File: config.mk
export PLATFORM = sky130hd
export DESIGN_NAME = pipe_stage_skid
export DESIGN_NICKNAME = d
export VERILOG_FILES = /design/src/rtl/pipe_stage_skid.sv
export SDC_FILE = /design/constraint.sdc
export NUM_CORES = 1
export LEC_CHECK = 0
export CELL_PAD_IN_SITES_DETAIL_PLACEMENT = 1
export CELL_PAD_IN_SITES_GLOBAL_PLACEMENT = 1
export CORE_ASPECT_RATIO = 1.4
export CORE_UTILIZATION = 34
export CTS_BUF_LIST = sky130_fd_sc_hd__clkbuf_8
export CTS_CLUSTER_DIAMETER = 150
export DETAILED_ROUTE_END_ITERATION = 6
export GPL_ROUTABILITY_DRIVEN = 0
export PLACE_DENSITY_LB_ADDON = 0.25
export SLEW_MARGIN = 10
export SYNTH_ARGS = -nofsm -noshare
export SYNTH_HDL_FRONTEND = slang
export SYNTH_SLANG_ARGS = --single-unit
File: constraint.sdc
create_clock -name clk -period 2.5 [get_ports clk]
set_input_delay 0.5 -clock clk [delete_from_list [all_inputs] [get_ports clk]]
set_output_delay 0.5 -clock clk [all_outputs]
set_load 0.01 [all_outputs]
File: src/rtl/pipe_stage_skid.sv
// Elastic pipeline stage with a 2-entry skid buffer. Latency is one cycle from input to output.
// in_ready comes from a register and drops only when both entries are held; hazard_stall blocks output transfer.
module pipe_stage_skid #(
  parameter int unsigned       DATA_W = 64,
  parameter logic [DATA_W-1:0] BUBBLE = '0,
  parameter int unsigned       CNT_W  = 16
) (
  input  logic              clk,
  input  logic              resetn,
  input  logic              flush,
  input  logic              hazard_stall,
  input  logic              in_valid,
  output logic              in_ready,
  input  logic [DATA_W-1:0] in_data,
  output logic              out_valid,
  input  logic              out_ready,
  output logic [DATA_W-1:0] out_data,
  output logic [1:0]        occupancy,
  output logic [CNT_W-1:0]  stall_cnt
);

  typedef enum logic [1:0] {
    S_EMPTY = 2'd0,
    S_ONE   = 2'd1,
    S_FULL  = 2'd2
  } state_e;

  state_e              state_q, state_d;
  logic [DATA_W-1:0]   main_q, main_d;
  logic [DATA_W-1:0]   skid_q, skid_d;
  logic [CNT_W-1:0]    stall_cnt_q, stall_cnt_d;

  logic                in_fire;
  logic                out_fire;

  assign in_fire  = in_valid & in_ready;
  assign out_fire = out_valid & out_ready & ~hazard_stall;

  // State and payload registers.
  always_ff @(posedge clk) begin
    if (!resetn) begin
      state_q     <= S_EMPTY;
      main_q      <= '0;
      skid_q      <= '0;
      stall_cnt_q <= '0;
    end else begin
      state_q     <= state_d;
      main_q      <= main_d;
      skid_q      <= skid_d;
      stall_cnt_q <= stall_cnt_d;
    end
  end

  // Next-state logic; flush overrides every normal transition.
  always_comb begin
    state_d = state_q;
    unique case (state_q)
      S_EMPTY: if (in_fire) state_d = S_ONE;
      S_ONE: begin
        if (in_fire && !out_fire)      state_d = S_FULL;
        else if (!in_fire && out_fire) state_d = S_EMPTY;
      end
      S_FULL:  if (out_fire) state_d = S_ONE;
      default: state_d = S_EMPTY;
    endcase
    if (flush) state_d = S_EMPTY;
  end

  // Payload movement. Entry contents are don't-care once flushed, so flush
  // does not need to touch them.
  always_comb begin
    main_d = main_q;
    skid_d = skid_q;
    unique case (state_q)
      S_EMPTY: if (in_fire) main_d = in_data;
      S_ONE: begin
        if (in_fire && out_fire) main_d = in_data;
        else if (in_fire)        skid_d = in_data;
      end
      S_FULL:  if (out_fire) main_d = skid_q;
      default: ;
    endcase
  end

  always_comb begin
    stall_cnt_d = stall_cnt_q;
    if (out_valid && !out_fire && (stall_cnt_q != {CNT_W{1'b1}}))
      stall_cnt_d = stall_cnt_q + {{(CNT_W-1){1'b0}}, 1'b1};
  end

  // Handshake outputs depend on the state register alone.
  always_comb begin
    in_ready  = 1'b1;
    out_valid = 1'b0;
    occupancy = 2'd0;
    unique case (state_q)
      S_EMPTY: ;
      S_ONE: begin
        out_valid = 1'b1;
        occupancy = 2'd1;
      end
      S_FULL: begin
        in_ready  = 1'b0;
        out_valid = 1'b1;
        occupancy = 2'd2;
      end
      default: ;
    endcase
  end

  assign out_data  = out_valid ? main_q : BUBBLE;
  assign stall_cnt = stall_cnt_q;

endmodule

======== Word level (Yosys, flattened, before mapping) ========
Index checks and enable logic that the tools add are counted.
W data, S select, Z words.
word-level totals
  register bits ........................... 146
  bits of input ports ..................... 70
  output and inout port bits .............. 84
  logic and storage cells ................. 45
cells by class
  $add $sub $neg .......................... 1
  equality and inequality tests ........... 7
  muxes and demuxes ....................... 13
  bitwise operators ....................... 6
  reductions and logical operators ........ 14
operators with widths
  kind                     number
  $mux W64                 4
  $pmux W64 S3             1
  $add A16 B1 Y16 const B  1
  $ne A16 B16 Y1 const B   1
  $mux W2                  4
  $ne A2 B2 Y1 const B     3
  $pmux W2 S3              1
  $reduce_and A3 Y1        2
  $logic_and A1 B1 Y1      5
  $pmux W2 S2              1
  $reduce_and A4 Y1        1
  $reduce_or A2 Y1         2
  $and A1 B1 Y1            3
  $ne A3 B3 Y1 const B     1
  $not A1 Y1               3
  $reduce_bool A3 Y1       1
  $eq A2 B1 Y1 const B     1
  $eq A2 B2 Y1 const B     1
  $logic_not A1 Y1         2
  $logic_not A2 Y1         1
  $mux W1                  2

======== Logic depth before layout (Yosys ltp) ========
  depth after elaboration ................. 9
  mapped depth ............................ 13
  mapped depth without buffers ............ 9

======== Least setup slack after synthesis ========
No wires, ideal clock.
  path type ............................... reg2reg
  start point ............................. register state_q[0]
  end point ............................... register main_q[32]
  setup time .............................. 0.086 ns
  arrival time ............................ 2.539 ns
  data required time ...................... 2.414 ns
  path slack .............................. -0.124 ns
  stages on the path, launching flop included .. 14
  buffers on the path ..................... 4
  period minus slack after synthesis ...... 2.624 ns
  cell sequence ........................... dfxtp_1 -> inv_1 -> ha_1 -> buf_2 -> clkbuf_1 -> nand3b_1 -> inv_1 -> ha_1 -> inv_1 -> a21oi_1 -> clkbuf_1 -> buf_1 -> a21oi_1 -> a211oi_1
between the ends
  cells in the longest elaborated chain, start to end .. 8
  elaborated cells on any way between the ends .. 16
  classes of those cells .................. 5 x eq/ne; 3 x mux; 3 x bitwise; 5 x reduce/logical
ends and longest elaborated chain
  what                                                 line  RTL
  start: declaration                                   28    state_e state_q, state_d;
  start signal: assignment                             47    state_q <= state_d;
  $eq A2 B2 Y1 / $eq A2 B1 Y1 (equally long branches)  96    unique case (state_q)
  $reduce_or A2 Y1 (no line) (*)                       n/a
  $mux W1 (*)                                          96
  named net out_valid                                  15    output logic out_valid,
  $and A1 B1 Y1 (*) (2 in a row)                       37    assign out_fire = out_valid & out_ready & ~hazard_stall;
  $logic_and A1 B1 Y1                                  77    if (in_fire && out_fire) main_d = in_data;
  $ne A2 B2 Y1 (no line)                               n/a
  $reduce_and A4 Y1 (no line) (*)                      n/a
  end signal: assignment                               48    main_q <= main_d;
  end: declaration                                     29    logic [DATA_W-1:0] main_q, main_d;
The timed path passes the listed nets; every way through them passes the cells marked *.
A chain may end at the register's enable or synchronous reset.

======== Worst setup path after layout ========
  start point ............................. register state_q[0]
  end point ............................... output out_valid
between the ends
  cells in the longest elaborated chain, start to end .. 3
  elaborated cells on any way between the ends .. 4
  classes of those cells .................. 2 x eq/ne; 1 x mux; 1 x reduce/logical
ends and longest elaborated chain
  what                                                 line
  $eq A2 B2 Y1 / $eq A2 B1 Y1 (equally long branches)  96
  $reduce_or A2 Y1 (no line) (*)                       n/a
  $mux W1 (*)                                          96
  end: declaration                                     15
Mark *: on every way between the ends. The rest lies on a longest branch, timed or not.

==> results.md <==
| Quantity | This run | Unit |
| --- | --- | --- |
| Outcome | finished, final reports clean | - |
| Top cells by area in the synthesized netlist | sky130_fd_sc_hd__dfxtp_1 44%, sky130_fd_sc_hd__mux2i_1 11%, sky130_fd_sc_hd__a21oi_1 11% | - |
| Die extent in y | 167 | um |
| Highest clock frequency the design can meet | 413 | MHz |
| CP Data Arrival Time | 1.92 | ns |
| Leading register cell type out of synthesis | sky130_fd_sc_hd__dfxtp_1 | - |
| Antenna Violating Nets Remaining | 0 | - |
| Fraction of synthesis flops using an asynchronous set or reset pin | 0 | - |
| Drt first-iter violations | 209 | - |
| Synth top area share | 0.445 | - |
| Final global-route overflow total | 0 | - |
| Layout overhead on the synthesized area | 37.4 | % |
| H-Tree Depth | 4 | - |
| Ratio of routed vias to standard cells | 5.26 | - |
| Cell with the biggest individual delay on the critical path | sky130_fd_sc_hd__clkdlybuf4s50_1 | - |
| Core Util, Final | 0.482 | - |
| Number of antenna cells inserted | 0 | - |
| Number of synthesized register bits | 146 | - |
| Number of sinks driven by the clock tree | 146 | - |
| Number of global-route vias before repair | 6354 | - |
| Worst min-delay path category | register to register | - |
| Estimated wirelength of the detail-placed design | 13600 | um |
| FF-to-FF End | state_q[1]$_SDFFE_PP0P_ | - |
| First-pass iteration count of the detailed router | 4 | - |
| Syn_area_per_cell | 8.47 | um^2 |
| Post-Route Hold Slack | 0.455 | ns |
| Share of final-layout standard cells stronger than drive strength 1 | 0.0938 | - |
| Endpoint kind of the worst setup timing path | output pin | - |
| Setup repair after global routing missed its margin | false | - |
| Latest clock arrival within the worst-skew pair | 0.45 | ns |
| Static leakage | 3.37 | nW |
| Total clock buffers created by CTS | 17 | - |
| Seq/Total Area, Yosys | 0.445 | - |
| Aggregate negative setup slack | 0 | ns |
| Yosys Warn Count | 0 | - |
| Wire length of the first global-routing pass | 32600 | um |
| FP Rows | 59 | - |
| Clock slew at the register clock pins of the worst setup and hold paths | 0.07 | ns |
| Max-capacitance violation count | 0 | - |
| Final period utilization | 0.968 | - |
| Cells traversed along the worst timing path | inv_2 > ha_4 > buf_12 > clkdlybuf4s50_1 | - |
| Buffers on Ports | 153 | - |
| Worst-case hold path end point | skid_q[61]$_SDFFE_PN0P_ | - |
| Start point of the worst min-delay path | skid_q[61]$_SDFFE_PN0P_ | - |
| Max-slew headroom at the worst pin | 0.472 | - |
| Number of distinct standard cells referenced by the synthesized netlist | 38 | - |
| Number of instances in the synthesized netlist | 776 | - |
| Total setup violations reported at the end of the flow | 0 | - |
| Peak VDD IR | 257 | uV |
| Depth of the worst register-to-register path | 10 | - |
| Setup Slack @ Placement | 0.00414 | ns |
| Final critical-path required period | 2.42 | ns |
| Worst-case clock buffer depth | 2 | - |
| Final slew viol count | 0 | - |
| Horiz. Die Dim | 120 | um |
| Final instance count without filler cells | 1172 | - |
| Number of antenna violations at the first check in global routing | 2 | - |
| Netlist Area Pre-Place | 0.00657 | mm^2 |
| Worst Tran Pin Value | 0.793 | ns |
| Critical path required time | 2.00 | ns |
| Area leader, netlist | sky130_fd_sc_hd__dfxtp_1 | - |
| CTS Root Cell | sky130_fd_sc_hd__clkbuf_8 | - |
| Reg2reg start | state_q[0]$_SDFFE_PP0P_ | - |
| Crit path max fanout | 27 | - |
| Largest net degree at the start of global routing | 43 | - |
| DIE AREA | 0.0199 | mm^2 |
| Routed length per instance | 17.6 | um |
| Worst Path Class, Setup | register to output pin | - |
| Final clock skew | 0.00990 | ns |
| Cells after DPL | 1133 | - |
| Global routing usage summed across all routing layers | 0.208 | - |
| Initial cell density of the core | 0.351 | - |
| Kind of start point of the critical path | register | - |
| Power density cells | 562 | mW/mm^2 |
| Cell depth of the worst hold path | 2 | - |
| Vias after detailed routing | 6170 | - |
| DRC Markers | 0 | - |
| Number of synthesized flops with an enable pin | 0 | - |
| Number of nets in the synthesized netlist | 854 | - |
| Flop-to-flop setup slack | 0.20 | ns |
| CTS tree | built | - |
| I/O pin count | 154 | - |
| Delay contributed by the slowest stage of the critical path | 0.55 | ns |
| Total core area | 0.0188 | mm^2 |
| Worst Slack Setup Final | 0.0811 | ns |
| Routed wire length | 20700 | um |
| Fin nets | 993 | - |
| Number of endpoints with negative hold slack in the final report | 0 | - |
## where the power goes
| group | leakage, nW | internal, W | switching (W) |
|---|---|---|---|
| Sequential | 1.20 | 0.00246 | 0.0000719 |
| Clock | 0.187 | 0.000817 | 0.000904 |
| Combinational | 1.98 | 0.000400 | 0.000414 |
## repair_timing
action | CTS | global route
setup endpoints to repair | 68 | 70
cloned | 1 | 2
gates resized for setup | 79 | 15
hold buffers | 0 | 0
pin swaps | 2 | 3
buffers inserted | 1 | 4
## sequential cells by signal, summed over array words and instances, names as in the netlist
signal,flops
state_q,2
main_q,64
stall_cnt,16
skid_q,64
## cell usage in the layout, fill, tap and decap left out, drive strengths merged, types with 10 or more instances in the layout
master	instances
clkdlybuf4s50	89
buf	33
nand2	139
clkbuf	21
mux2i	70
and2	67
dfxtp	146
dlygate4sd2	60
a211oi	67
inv	10
a21oi	139
## metal layers
| layer | vias up | share of wire | global-route usage |
|---|---|---|---|
| met4 | 4 | 0.025 | 0.0755 |
| met2 | 135 | 0.51 | 0.371 |
| li1 | 3000 | - | - |
| met3 | 38 | 0.040 | 0.0500 |
| met1 | 2993 | 0.42 | 0.237 |
| met5 | - | 0.0012 | 0 |
## cell type report
| type | instances | area, um^2 |
|---|---|---|
| Inverter | 7 | 28.8 |
| Clock inverter | 13 | 96.3 |
| Clock buffer | 19 | 262 |
| Fill cell | 2223 | 9720 |
| Sequential cell | 146 | 2930 |
| Multi-Input combinational cell | 556 | 3440 |
| Tap cell | 244 | 305 |
| Timing Repair Buffer | 187 | 1970 |
## kinds of logic (layout without fill, tap and decap cells)
kind of cell | Yosys count | after routing | synth area share
flops | 146 | 146 | 0.445
compound gates | 225 | 225 | 0.203
simple gates | 253 | 253 | 0.187
mux | 70 | 70 | 0.107
fa+ha+maj | 8 | 8 | 0.0152
buf+inv | 74 | 226 | 0.0436
## worst max-delay path: cells and delay by family (launching register included)
kind                       cells  cell delay, ns
buffers and inverters          3            0.78
DFF                            1            0.36
adders and majority gates      1            0.32
## how the worst max path moves through the flow
stage | from | end | slack, ns | cells after the start
after floorplan | state_q[0]$_SDFFE_PP0P_ | state_q[0]$_SDFFE_PP0P_ | 0.04 | 9
after global placement | state_q[0]$_SDFFE_PP0P_ | state_q[0]$_SDFFE_PP0P_ | 0.14 | 8
after detailed placement | state_q[0]$_SDFFE_PP0P_ | main_q[55]$_SDFFE_PN0P_ | 0.004 | 11
after CTS | state_q[0]$_SDFFE_PP0P_ | out_data[60] | 0.005 | 6
after global routing | state_q[1]$_SDFFE_PP0P_ | in_ready | 0.003 | 5
final | state_q[0]$_SDFFE_PP0P_ | out_valid | 0.08 | 4
## metrics by stage
| step | power, W | cell area (um^2) |
|---|---|---|
| 3_5_place_dp | 0.00338 | 8570 |
| 5_1_grt | 0.00532 | 9030 |
| 4_1_cts | 0.00510 | 8920 |
| 6_report | 0.00507 | 9030 |
| 3_3_place_gp | 0.00336 | 8570 |
| 2_1_floorplan | 0.00297 | 6590 |
## synthesized netlist by cell type (2+ instances only)
| library cell | n |
|---|---|
| sky130_fd_sc_hd__and2_1 | 67 |
| sky130_fd_sc_hd__nand2_1 | 138 |
| sky130_fd_sc_hd__buf_1 | 11 |
| sky130_fd_sc_hd__ha_1 | 8 |
| sky130_fd_sc_hd__nor2_1 | 8 |
| sky130_fd_sc_hd__clkbuf_1 | 49 |
| sky130_fd_sc_hd__o21ai_0 | 3 |
| sky130_fd_sc_hd__and4_1 | 2 |
| sky130_fd_sc_hd__a21oi_1 | 139 |
| sky130_fd_sc_hd__nor4_1 | 2 |
| sky130_fd_sc_hd__dfxtp_1 | 146 |
| sky130_fd_sc_hd__o41ai_1 | 2 |
| sky130_fd_sc_hd__or4_1 | 3 |
| sky130_fd_sc_hd__nand2b_1 | 6 |
| sky130_fd_sc_hd__o31ai_1 | 4 |
| sky130_fd_sc_hd__nor3_1 | 4 |
| sky130_fd_sc_hd__nand4_1 | 7 |
| sky130_fd_sc_hd__a211oi_1 | 67 |
| sky130_fd_sc_hd__o311ai_0 | 3 |
| sky130_fd_sc_hd__and3_1 | 3 |
| sky130_fd_sc_hd__mux2i_1 | 70 |
| sky130_fd_sc_hd__inv_1 | 6 |
| sky130_fd_sc_hd__buf_2 | 6 |
| sky130_fd_sc_hd__a31oi_1 | 3 |
| sky130_fd_sc_hd__nand3_1 | 6 |
Power figures use the tool's default switching activity.
